<file path="config.mk">
export PLATFORM = sky130hd
export DESIGN_NAME = display_scan_mux_flat
export DESIGN_NICKNAME = d
export VERILOG_FILES = /design/src/rtl/display_scan_mux_pkg.sv /design/src/rtl/display_scan_mux_if.sv /design/src/rtl/display_scan_mux_scan_tick_counter.sv /design/src/rtl/display_scan_mux.sv /design/src/flat_wrapper.sv
export SDC_FILE = /design/constraint.sdc
export NUM_CORES = 1
export LEC_CHECK = 0
export ABC_AREA = 1
export CAP_MARGIN = 0
export CORE_ASPECT_RATIO = 0.8
export CORE_UTILIZATION = 24
export DETAILED_ROUTE_END_ITERATION = 10
export MAX_ROUTING_LAYER = met4
export SYNTH_ARGS = -nofsm -noshare
export SYNTH_HDL_FRONTEND = slang
export SYNTH_HIERARCHICAL = 1
export SYNTH_SLANG_ARGS = --single-unit
</file>
<file path="constraint.sdc">
create_clock -name clk -period 2.03 [get_ports clk]
set_input_delay 0.406 -clock clk [delete_from_list [all_inputs] [get_ports clk]]
set_output_delay 0.406 -clock clk [all_outputs]
set_load 0.02 [all_outputs]
</file>
<file path="src/rtl/display_scan_mux_pkg.sv">
`default_nettype none
// ============================================================================
// Package : display_pkg
// Brief   : Default sizing constants and index-width helper for the scanner.
// Rev     : 1.0
// ============================================================================
package display_pkg;

  localparam int c_NUM_DIGITS   = 4;
  localparam int c_DIGIT_W      = 4;
  localparam int c_REFRESH_DIV  = 100000;
  localparam int c_BLANK_CYCLES = 1000;

  // Width of an index able to address n items; never narrower than one bit.
  function automatic int idx_width(input int n);
    return (n > 1) ? $clog2(n) : 1;
  endfunction

endpackage
`default_nettype wire

</file>
<file path="src/rtl/display_scan_mux_if.sv">
`default_nettype none
// ============================================================================
// Interface : display_scan_mux_if
// Brief     : Value source / display side signals of the digit scanner.
// Rev       : 1.0
// ============================================================================
interface display_scan_mux_if
  import display_pkg::*;
#(
  parameter int NUM_DIGITS = c_NUM_DIGITS,
  parameter int DIGIT_W    = c_DIGIT_W
);

  localparam int c_IDX_W = idx_width(NUM_DIGITS);

  logic                          enable;
  logic [NUM_DIGITS*DIGIT_W-1:0] value_i;
  logic [c_IDX_W-1:0]            digit_idx;
  logic [NUM_DIGITS-1:0]         anode_n;
  logic [DIGIT_W-1:0]            selected_digit;
  logic                          blank;
  logic                          frame_start;

  modport master (
    output enable, value_i,
    input  digit_idx, anode_n, selected_digit, blank, frame_start
  );

  modport slave (
    input  enable, value_i,
    output digit_idx, anode_n, selected_digit, blank, frame_start
  );

endinterface
`default_nettype wire

</file>
<file path="src/rtl/display_scan_mux_scan_tick_counter.sv">
`default_nettype none
// ============================================================================
// Module : scan_tick_counter
// Brief  : Modulo-REFRESH_DIV slot counter with a terminal-count strobe.
// Rev    : 1.0
// ============================================================================
module scan_tick_counter
  import display_pkg::*;
#(
  parameter int REFRESH_DIV = c_REFRESH_DIV,
  parameter int CNT_W       = idx_width(REFRESH_DIV)
) (
  input  logic             clk,
  input  logic             rst_n,
  output logic [CNT_W-1:0] cnt,
  output logic             tc
);

  localparam logic [CNT_W-1:0] c_LAST = CNT_W'(REFRESH_DIV - 1);

  logic [CNT_W-1:0] r_cnt;

  assign cnt = r_cnt;
  assign tc  = (r_cnt == c_LAST);

  always_ff @(posedge clk or negedge rst_n) begin
    if (!rst_n) begin
      r_cnt <= '0;
    end else if (tc) begin
      r_cnt <= '0;
    end else begin
      r_cnt <= r_cnt + CNT_W'(1);
    end
  end

endmodule
`default_nettype wire

</file>
<file path="src/rtl/display_scan_mux.sv">
`default_nettype none
// ============================================================================
// Module : display_scan_mux
// Brief  : Self-running N-digit seven-segment scanner with per-frame snapshot,
//          anti-ghost blank interval and optional leading-zero blanking
//          (enabled by defining DISPLAY_LZ_BLANK_EN).
// Rev    : 1.0
// ============================================================================
module display_scan_mux
  import display_pkg::*;
#(
  parameter int NUM_DIGITS   = c_NUM_DIGITS,
  parameter int DIGIT_W      = c_DIGIT_W,
  parameter int REFRESH_DIV  = c_REFRESH_DIV,
  parameter int BLANK_CYCLES = c_BLANK_CYCLES
) (
  input  logic                clk,
  input  logic                rst_n,
  display_scan_mux_if.slave   bus
);

  localparam int c_IDX_W = idx_width(NUM_DIGITS);
  localparam int c_CNT_W = idx_width(REFRESH_DIV);
  localparam int c_VAL_W = NUM_DIGITS * DIGIT_W;
  localparam logic [c_IDX_W-1:0] c_LAST_IDX = c_IDX_W'(NUM_DIGITS - 1);

  logic [c_CNT_W-1:0]    w_cnt;
  logic                  w_tc;
  logic [c_CNT_W-1:0]    w_cnt_next;
  logic [c_IDX_W-1:0]    w_idx_next;
  logic                  w_frame_wrap;
  logic [c_VAL_W-1:0]    w_snap_next;
  logic [DIGIT_W-1:0]    w_sel_next;
  logic                  w_blank_next;
  logic                  w_window;
  logic [NUM_DIGITS-1:0] w_anode_next;

  logic [c_IDX_W-1:0]    r_idx;
  logic [c_VAL_W-1:0]    r_snap;
  logic [NUM_DIGITS-1:0] r_anode_n;
  logic [DIGIT_W-1:0]    r_sel;
  logic                  r_blank;
  logic                  r_frame_start;

  scan_tick_counter #(
    .REFRESH_DIV (REFRESH_DIV),
    .CNT_W       (c_CNT_W)
  ) u_tick (
    .clk   (clk),
    .rst_n (rst_n),
    .cnt   (w_cnt),
    .tc    (w_tc)
  );

  // Outputs are registered from next-state values so they line up with digit_idx.
  assign w_cnt_next   = w_tc ? '0 : (w_cnt + c_CNT_W'(1));
  assign w_frame_wrap = w_tc && (r_idx == c_LAST_IDX);
  assign w_idx_next   = !w_tc ? r_idx :
                        (r_idx == c_LAST_IDX) ? '0 : (r_idx + c_IDX_W'(1));
  assign w_snap_next  = w_frame_wrap ? bus.value_i : r_snap;

  generate
    if (BLANK_CYCLES == 0) begin : g_no_blank_window
      assign w_window = 1'b1;
    end else begin : g_blank_window
      assign w_window = (w_cnt_next >= c_CNT_W'(BLANK_CYCLES));
    end
  endgenerate

`ifdef DISPLAY_LZ_BLANK_EN
  logic [NUM_DIGITS-1:0] r_mask;
  logic [NUM_DIGITS-1:0] w_mask_cap;
  logic [NUM_DIGITS-1:0] w_mask_next;
  logic                  w_zero_run;

  // Digit i is blanked when it and every more significant digit are zero.
  always_comb begin
    w_mask_cap = '0;
    w_zero_run = 1'b1;
    for (int i = NUM_DIGITS - 1; i > 0; i--) begin
      w_zero_run    = w_zero_run & (bus.value_i[i*DIGIT_W +: DIGIT_W] == '0);
      w_mask_cap[i] = w_zero_run;
    end
  end

  assign w_mask_next = w_frame_wrap ? w_mask_cap : r_mask;

  always_comb begin
    w_blank_next = 1'b0;
    for (int i = 0; i < NUM_DIGITS; i++) begin
      if (w_idx_next == c_IDX_W'(i)) w_blank_next = w_mask_next[i];
    end
  end

  always_ff @(posedge clk or negedge rst_n) begin
    if (!rst_n) r_mask <= '0;
    else        r_mask <= w_mask_next;
  end
`else
  assign w_blank_next = 1'b0;
`endif

  always_comb begin
    w_sel_next   = '0;
    w_anode_next = '1;
    for (int i = 0; i < NUM_DIGITS; i++) begin
      if (w_idx_next == c_IDX_W'(i)) begin
        w_sel_next      = w_snap_next[i*DIGIT_W +: DIGIT_W];
        w_anode_next[i] = !(w_window && bus.enable && !w_blank_next);
      end
    end
  end

  always_ff @(posedge clk or negedge rst_n) begin
    if (!rst_n) begin
      r_idx         <= '0;
      r_snap        <= '0;
      r_anode_n     <= '1;
      r_sel         <= '0;
      r_blank       <= 1'b0;
      r_frame_start <= 1'b0;
    end else begin
      r_idx         <= w_idx_next;
      r_snap        <= w_snap_next;
      r_anode_n     <= w_anode_next;
      r_sel         <= w_sel_next;
      r_blank       <= w_blank_next;
      r_frame_start <= w_frame_wrap;
    end
  end

  assign bus.digit_idx      = r_idx;
  assign bus.anode_n        = r_anode_n;
  assign bus.selected_digit = r_sel;
  assign bus.blank          = r_blank;
  assign bus.frame_start    = r_frame_start;

endmodule
`default_nettype wire
</file>
<file path="src/flat_wrapper.sv">
// flat-port wrapper written by rule: the top's interface ports become plain ports
module display_scan_mux_flat import display_pkg::*;
#(
  parameter int NUM_DIGITS   = c_NUM_DIGITS,
  parameter int DIGIT_W      = c_DIGIT_W,
  parameter int REFRESH_DIV  = c_REFRESH_DIV,
  parameter int BLANK_CYCLES = c_BLANK_CYCLES
)
  (clk, rst_n, bus_enable, bus_value_i, bus_digit_idx, bus_anode_n, bus_selected_digit, bus_blank, bus_frame_start);
  display_scan_mux_if #(.NUM_DIGITS(NUM_DIGITS), .DIGIT_W(DIGIT_W)) bus_i ();
  input  logic clk;
  input  logic rst_n;
  input wire logic [$bits(bus_i.enable)-1:0] bus_enable;
  input wire logic [$bits(bus_i.value_i)-1:0] bus_value_i;
  output wire logic [$bits(bus_i.digit_idx)-1:0] bus_digit_idx;
  output wire logic [$bits(bus_i.anode_n)-1:0] bus_anode_n;
  output wire logic [$bits(bus_i.selected_digit)-1:0] bus_selected_digit;
  output wire logic [$bits(bus_i.blank)-1:0] bus_blank;
  output wire logic [$bits(bus_i.frame_start)-1:0] bus_frame_start;
  assign bus_i.enable = bus_enable;
  assign bus_i.value_i = bus_value_i;
  assign bus_digit_idx = bus_i.digit_idx;
  assign bus_anode_n = bus_i.anode_n;
  assign bus_selected_digit = bus_i.selected_digit;
  assign bus_blank = bus_i.blank;
  assign bus_frame_start = bus_i.frame_start;
  display_scan_mux #(.NUM_DIGITS(NUM_DIGITS), .DIGIT_W(DIGIT_W), .REFRESH_DIV(REFRESH_DIV), .BLANK_CYCLES(BLANK_CYCLES)) u_core (.clk(clk), .rst_n(rst_n), .bus(bus_i));
endmodule
</file>
==> Word-level counts from Yosys, hierarchy flattened <==
Index checks and enable logic that the tools add are counted.
{ "word_totals": {"register_bits": 44, "in_bits": 19, "output_inout_bits": 12, "elab_cells": 30} }
{ "classes": {"addsub": 2, "order_cmp": 1, "eq_ne": 5, "mux": 12, "reduce_logical": 4} }
{ "ops": {"columns": ["cell", "count"], "rows": [
  ["$add 17x1->17 const B", 1],
  ["$eq 17x17->1 const B", 1],
  ["$ge 17x10->1 const B", 1],
  ["$mux 17", 1],
  ["$mux 16", 1],
  ["$mux 4", 4],
  ["$eq 2x2->1 const B", 3],
  ["$mux 1", 4],
  ["$mux 2", 2],
  ["$add 2x1->2 const B", 1],
  ["$eq 2x1->1 const B", 1],
  ["$logic_and 1x1->1", 2],
  ["$logic_not 2->1", 1],
  ["$logic_not 1->1", 1]
]} }

==> Longest topological paths before layout <==
{ "logic_depth": {"ltp_word": 8, "mapped_depth": 15, "mapped_depth_nobuf": 14} }

==> Modules after synthesis <==
Netlist, hierarchy kept.
{ "by_module_without_submodules": {"columns": ["module", "instances", "cells_each", "area_each_um2", "seq_area_each_um2"], "rows": [
  ["display_scan_mux", 1, 209, 1525.2, 680.7],
  ["scan_tick_counter", 1, 138, 978.4, 425.4]
]} }

==> Worst setup path before layout <==
Ideal clock, no wire load.
{ "synth_path": {"kind": "register to register", "start": "register u_core.u_tick.r_cnt[0], in the netlist u_core/u_tick/cnt[0]", "end": "register u_core.r_sel[0], in the netlist u_core/bus.selected_digit[0]", "arrival_ps": 1950, "t_required_ps": 1899, "setup_slack_ps": -50, "stages_incl_launch_ff": 16, "path_buffers": 1, "cell_sequence": "dfrtp_1 > ha_1 > nand2_2 > inv_1 > nand2_1 > nor2_1 > nand2_2 > inv_2 > buf_6 > inv_2 > or2_1 > o21a_2 > inv_1 > nor2_1 > a22oi_1 > nand3_1"} }
{ "synth_between": {"elab_chain_len": 7, "word_cells_on_any_way": 12, "cone_classes": "4 x eq/ne; 6 x mux; 2 x reduce/logical"} }
{ "synth_lines": {"columns": ["element", "line_no", "text"], "rows": [
  ["start, declared", "display_scan_mux_scan_tick_counter.sv:21", "logic [CNT_W-1:0] r_cnt;"],
  ["start signal, assigned", "display_scan_mux_scan_tick_counter.sv:32", "r_cnt <= r_cnt + CNT_W'(1);"],
  ["$eq 17x17->1 *", "display_scan_mux_scan_tick_counter.sv:24", "assign tc = (r_cnt == c_LAST);"],
  ["net u_core.w_tc", "display_scan_mux.sv:28", "logic w_tc;"],
  ["$mux 2 *", "display_scan_mux.sv:58", "assign w_idx_next = !w_tc ? r_idx :"],
  ["net u_core.w_idx_next[1]", "display_scan_mux.sv:30", "logic [c_IDX_W-1:0] w_idx_next;"],
  ["$logic_not 2->1", "display_scan_mux.sv:107", "if (w_idx_next == c_IDX_W'(i)) begin"],
  ["$mux 4 (3 in series)", "display_scan_mux.sv:107", null],
  ["$mux 4 *", "display_scan_mux.sv:107", null],
  ["net u_core.w_sel_next[0]", "display_scan_mux.sv:33", "logic [DIGIT_W-1:0] w_sel_next;"],
  ["end signal, assigned", "display_scan_mux.sv:126", "r_sel <= w_sel_next;"],
  ["end, declared", "display_scan_mux.sv:41", "logic [DIGIT_W-1:0] r_sel;"]
]} }
The timed path passes the listed nets; every way through them passes the cells marked *.

==> Worst setup path after layout <==
Ends and elaborated chain as after synthesis.

==> results.py <==
metrics = {
    "pwr": {
        "power_mw": 1.871,
        "intPower_mw": 1.496,
        "leakage_nw": 1.617,
        "switching_share": 0.2002,
        "pwr-share-clk": 0.499,
        "pwr-share-seq": 0.470,
        "vdd_drop_max_v": 0.0002950,
        "p_switching_mw": 0.3747,
        "comb_power_share": 0.031,
        "powerDensity_mw_per_mm2": 563.2,
    },
    "synth": {
        "synth-compound-area-share": 0.03748,
        "synth_top_family_by_area": "simple AND/OR/NAND/NOR gates",
        "ys_types": 30,
        "synth-xor-area-share": 0.03148,
        "synthFlopType": "dfrtp_1",
        "netlist_area_mm2": 0.002504,
        "syn_inst": 347,
        "yosysTopAreaCell": "dfrtp_1",
        "synth_area_per_cell_um2": 7.215,
        "yosys.area.top_type_share": 0.3998,
        "muxShareOfSynthArea": 0.007996,
        "yosysSeqAreaShare": 0.4418,
        "ys_ff_latch": 44,
        "synth_most_common_cell": "nand2_1",
        "synthSimpleGateAreaFrac": 0.3868,
        "synthAdderAreaFrac": 0.01499,
        "yosys_warnings": 6,
        "netlist_top_cells_area": "dfrtp_1 40%, nand2_1 18%, nor2_1 7.0%",
        "synth.net_count": 369,
        "synth_commonest_cells": "120 x nand2_1, 47 x nor2_1, 41 x inv_1, 40 x dfrtp_1, 27 x nand3_1",
        "async_flop_share": 1.000,
        "synth_edf_count": 0,
    },
    "clocking": {
        "cts_tree": "yes",
        "cts.clk_slew.worst_paths_ps": 60,
        "cts_sinks": 44,
        "cts_buffer_depth": 2,
        "cts_buffers": 5,
        "clkLatencyLatePin_ps": 290,
        "cts_max_level": 2,
        "cts-root-buf": "clkbuf_16",
    },
    "cells_and_area": {
        "layout-drive-gt1-share": 0.1778,
        "final_util": 0.3359,
        "syn_to_final_growth_pct": 32.68,
        "fin_cells": 541,
        "fin_nets": 426,
        "fill_cells": 1045,
        "antenna_cells": 0,
        "seqCellArea_mm2": 0.001106,
        "multi_input_area_mm2": 0.001227,
        "postLayoutCellArea_mm2": 0.003322,
    },
    "setup_path": {
        "reg2reg_depth": 14,
        "worstSetupEndpointType": "register",
        "worstReg2RegEnd": "u_core/bus.selected_digit[0]$_DFF_PN0_",
        "critPathRequiredTime_ps": 2190,
        "r2r_setup_slack_ps": 70,
        "crit_end": "u_core/bus.selected_digit[0]$_DFF_PN0_",
        "cp_max_fo": 8,
        "cp.arrival_ps": 2120,
        "startpoint": "u_core/u_tick/cnt[0]$_DFF_PN0_",
        "start_kind": "register",
        "rr_startpoint": "u_core/u_tick/cnt[0]$_DFF_PN0_",
        "critPathKind": "register to register",
    },
    "floorplan": {
        "core-area_mm2": 0.009889,
        "rows": 32,
        "die_area_mm2": 0.01085,
        "initial_utilization": 0.2532,
        "die_x_um": 116.2,
        "pin_count": 31,
        "fp.dieH_um": 93.36,
    },
    "outcome": {
        "outcome": "completed",
    },
    "drt": {
        "wl_per_cell_um": 11.46,
        "wl_met2_mm": 2.659,
        "met1Wirelength_mm": 3.267,
        "drtAntennaViolNets": 0,
        "dr.max_layer_used": "met4",
        "num_vias": 2301,
        "totalWireLength_mm": 6.201,
        "wl_met3_um": 228,
        "drt_iter0_drc": 159,
        "firstDrtPassIters": 4,
        "viasPerCell": 4.253,
        "drcViolationCount": 0,
    },
    "sta": {
        "setup_viol": 0,
        "skew_ps": 9.477,
        "finalCriticalPeriod_ps": 1962,
        "report.final.slew_viol_count": 0,
        "fmax_mhz": 509.6,
        "hold_viol_final": 0,
        "rsz0062_at_grt": "yes",
        "fin_crit_sh": 0.9667,
    },
    "min_path": {
        "hp-class": "input pin to asynchronous set/reset pin",
    },
    "global_route": {
        "grt_use_total": 0.1251,
        "grt_pass1_wl_mm": 10.28,
        "grt_antenna_before_repair": 0,
        "grt_pass1_vias": 2165,
        "grt_max_degree": 18,
        "overflow": 0,
    },
    "placement": {
        "dp_hpwl_mm": 4.805,
        "portBuffers": 29,
        "dp.cells": 531,
        "gp_congestion": 0.9393,
        "placed_area_mm2": 0.003110,
    },
    "job": {
        "drv_cap": 0,
    },
}
==> flip-flops by register name, indices dropped and copies added (netlist names) <==
signal,count
u_core/r_snap,16
u_core/bus.selected_digit,4
u_core/u_tick/cnt,17
u_core/bus.digit_idx,2
u_core/bus.anode_n,4
u_core/bus.frame_start,1
==> stage by stage <==
step / TNS [ps] / hold WS [ps] / setup WS (ps)
2_1_floorplan: -34.63 / 110.4 / -34.63
3_3_place_gp: 0 / 303.6 / 77.06
3_5_place_dp: -6.104 / 312.7 / -6.104
4_1_cts: 0 / 8.137 / 36.86
5_1_grt: -51.85 / 10.49 / -29.08
6_report: 0 / 9.837 / 67.59
==> final cells by class <==
cell class / instances / area share
flip-flops and latches: 44 / 0.3330
clock buffers: 5 / 0.03766
repair buffers: 54 / 0.1424
multi-input cells: 255 / 0.3695
clock inverters: 3 / 0.01394
well taps: 136 / 0.05122
inverters: 44 / 0.05235
==> worst min path at each step <==
stage               startpoint                                 to  cells after the start
floorplan                rst_n  u_core/bus.digit_idx[0]$_DFF_PN0_                      0
global placement         rst_n        u_core/r_snap[12]$_DFF_PN0_                      1
detailed placement       rst_n        u_core/r_snap[12]$_DFF_PN0_                      1
CTS                      rst_n        u_core/r_snap[12]$_DFF_PN0_                      1
global route             rst_n        u_core/r_snap[12]$_DFF_PN0_                      1
finish                   rst_n        u_core/r_snap[12]$_DFF_PN0_                      1
==> layer usage <==
layer	vias to the layer above	GRT usage
li1	1180	-
met5	-	-
met3	4	0.01879
met4	0	0.02885
met2	42	0.1815
met1	1075	0.1820
==> worst max-delay path, cell delays in order, from the launching register on <==
cell and delay (ps):
dfrtp_1 360, ha_2 210, nand2_2 60, inv_2 50
nand2_1 40, nor2_1 100, nand2_2 90, clkinv_4 100
inv_4 60, or2_1 200, o21a_2 150, inv_2 80
nor2_2 60, a22oi_1 170, nand3_1 100
==> cells by family (layout without fill, tap and decap cells) <==
kind of cell             after synthesis  count (layout)
AND/OR/NAND/NOR                      226             226
XOR/XNOR                               9               9
buffers and inverters                 48             106
multiplexers                           2               2
flip-flops                            44              44
AO/OA/AOI/OAI                         14              14
other                                  1               1
adder cells (fa/ha/maj)                3               3
==> power by group through the flow <==
| stage | clock (mW) | sequential (mW) | combinational, mW |
|---|---|---|---|
| floorplan | 0 | 0.896 | 0.00530 |
| global placement | 0 | 0.896 | 0.0600 |
| detailed placement | 0 | 0.896 | 0.0604 |
| CTS | 0.950 | 0.880 | 0.0606 |
| global route | 0.987 | 0.879 | 0.0650 |
| finish | 0.933 | 0.880 | 0.0586 |
==> timing repair <==
action                     CTS  global route
pin swaps                    0             5
setup buffers                0             2
setup endpoints to repair    4             5
resized for setup            2             5
hold buffers                 0             0
==> cell usage in the layout (no fill, tap or decap), drive strengths merged <==
| cell | synthesis | routed |
|---|---|---|
| o22ai | 1 | 1 |
| or2 | 1 | 1 |
| nand3 | 29 | 29 |
| xor2 | 6 | 6 |
| o21a | 1 | 1 |
| inv | 43 | 43 |
| xnor2 | 3 | 3 |
| clkinvlp | 0 | 1 |
| o21ai | 3 | 3 |
| a21oi | 3 | 3 |
| nand2 | 129 | 129 |
| nor3 | 2 | 2 |
| bufinv | 0 | 1 |
| o21bai | 5 | 5 |
| nor3b | 1 | 1 |
| dfstp | 4 | 4 |
| clkdlybuf4s50 | 0 | 28 |
| buf | 4 | 26 |
| nor2 | 57 | 57 |
| dfrtp | 40 | 40 |
| clkinv | 1 | 2 |
| conb | 1 | 1 |
| mux2i | 2 | 2 |
| nand4 | 7 | 7 |
| a22oi | 1 | 1 |
| ha | 3 | 3 |
| clkbuf | 0 | 5 |
(Power assumes the default switching activity.)
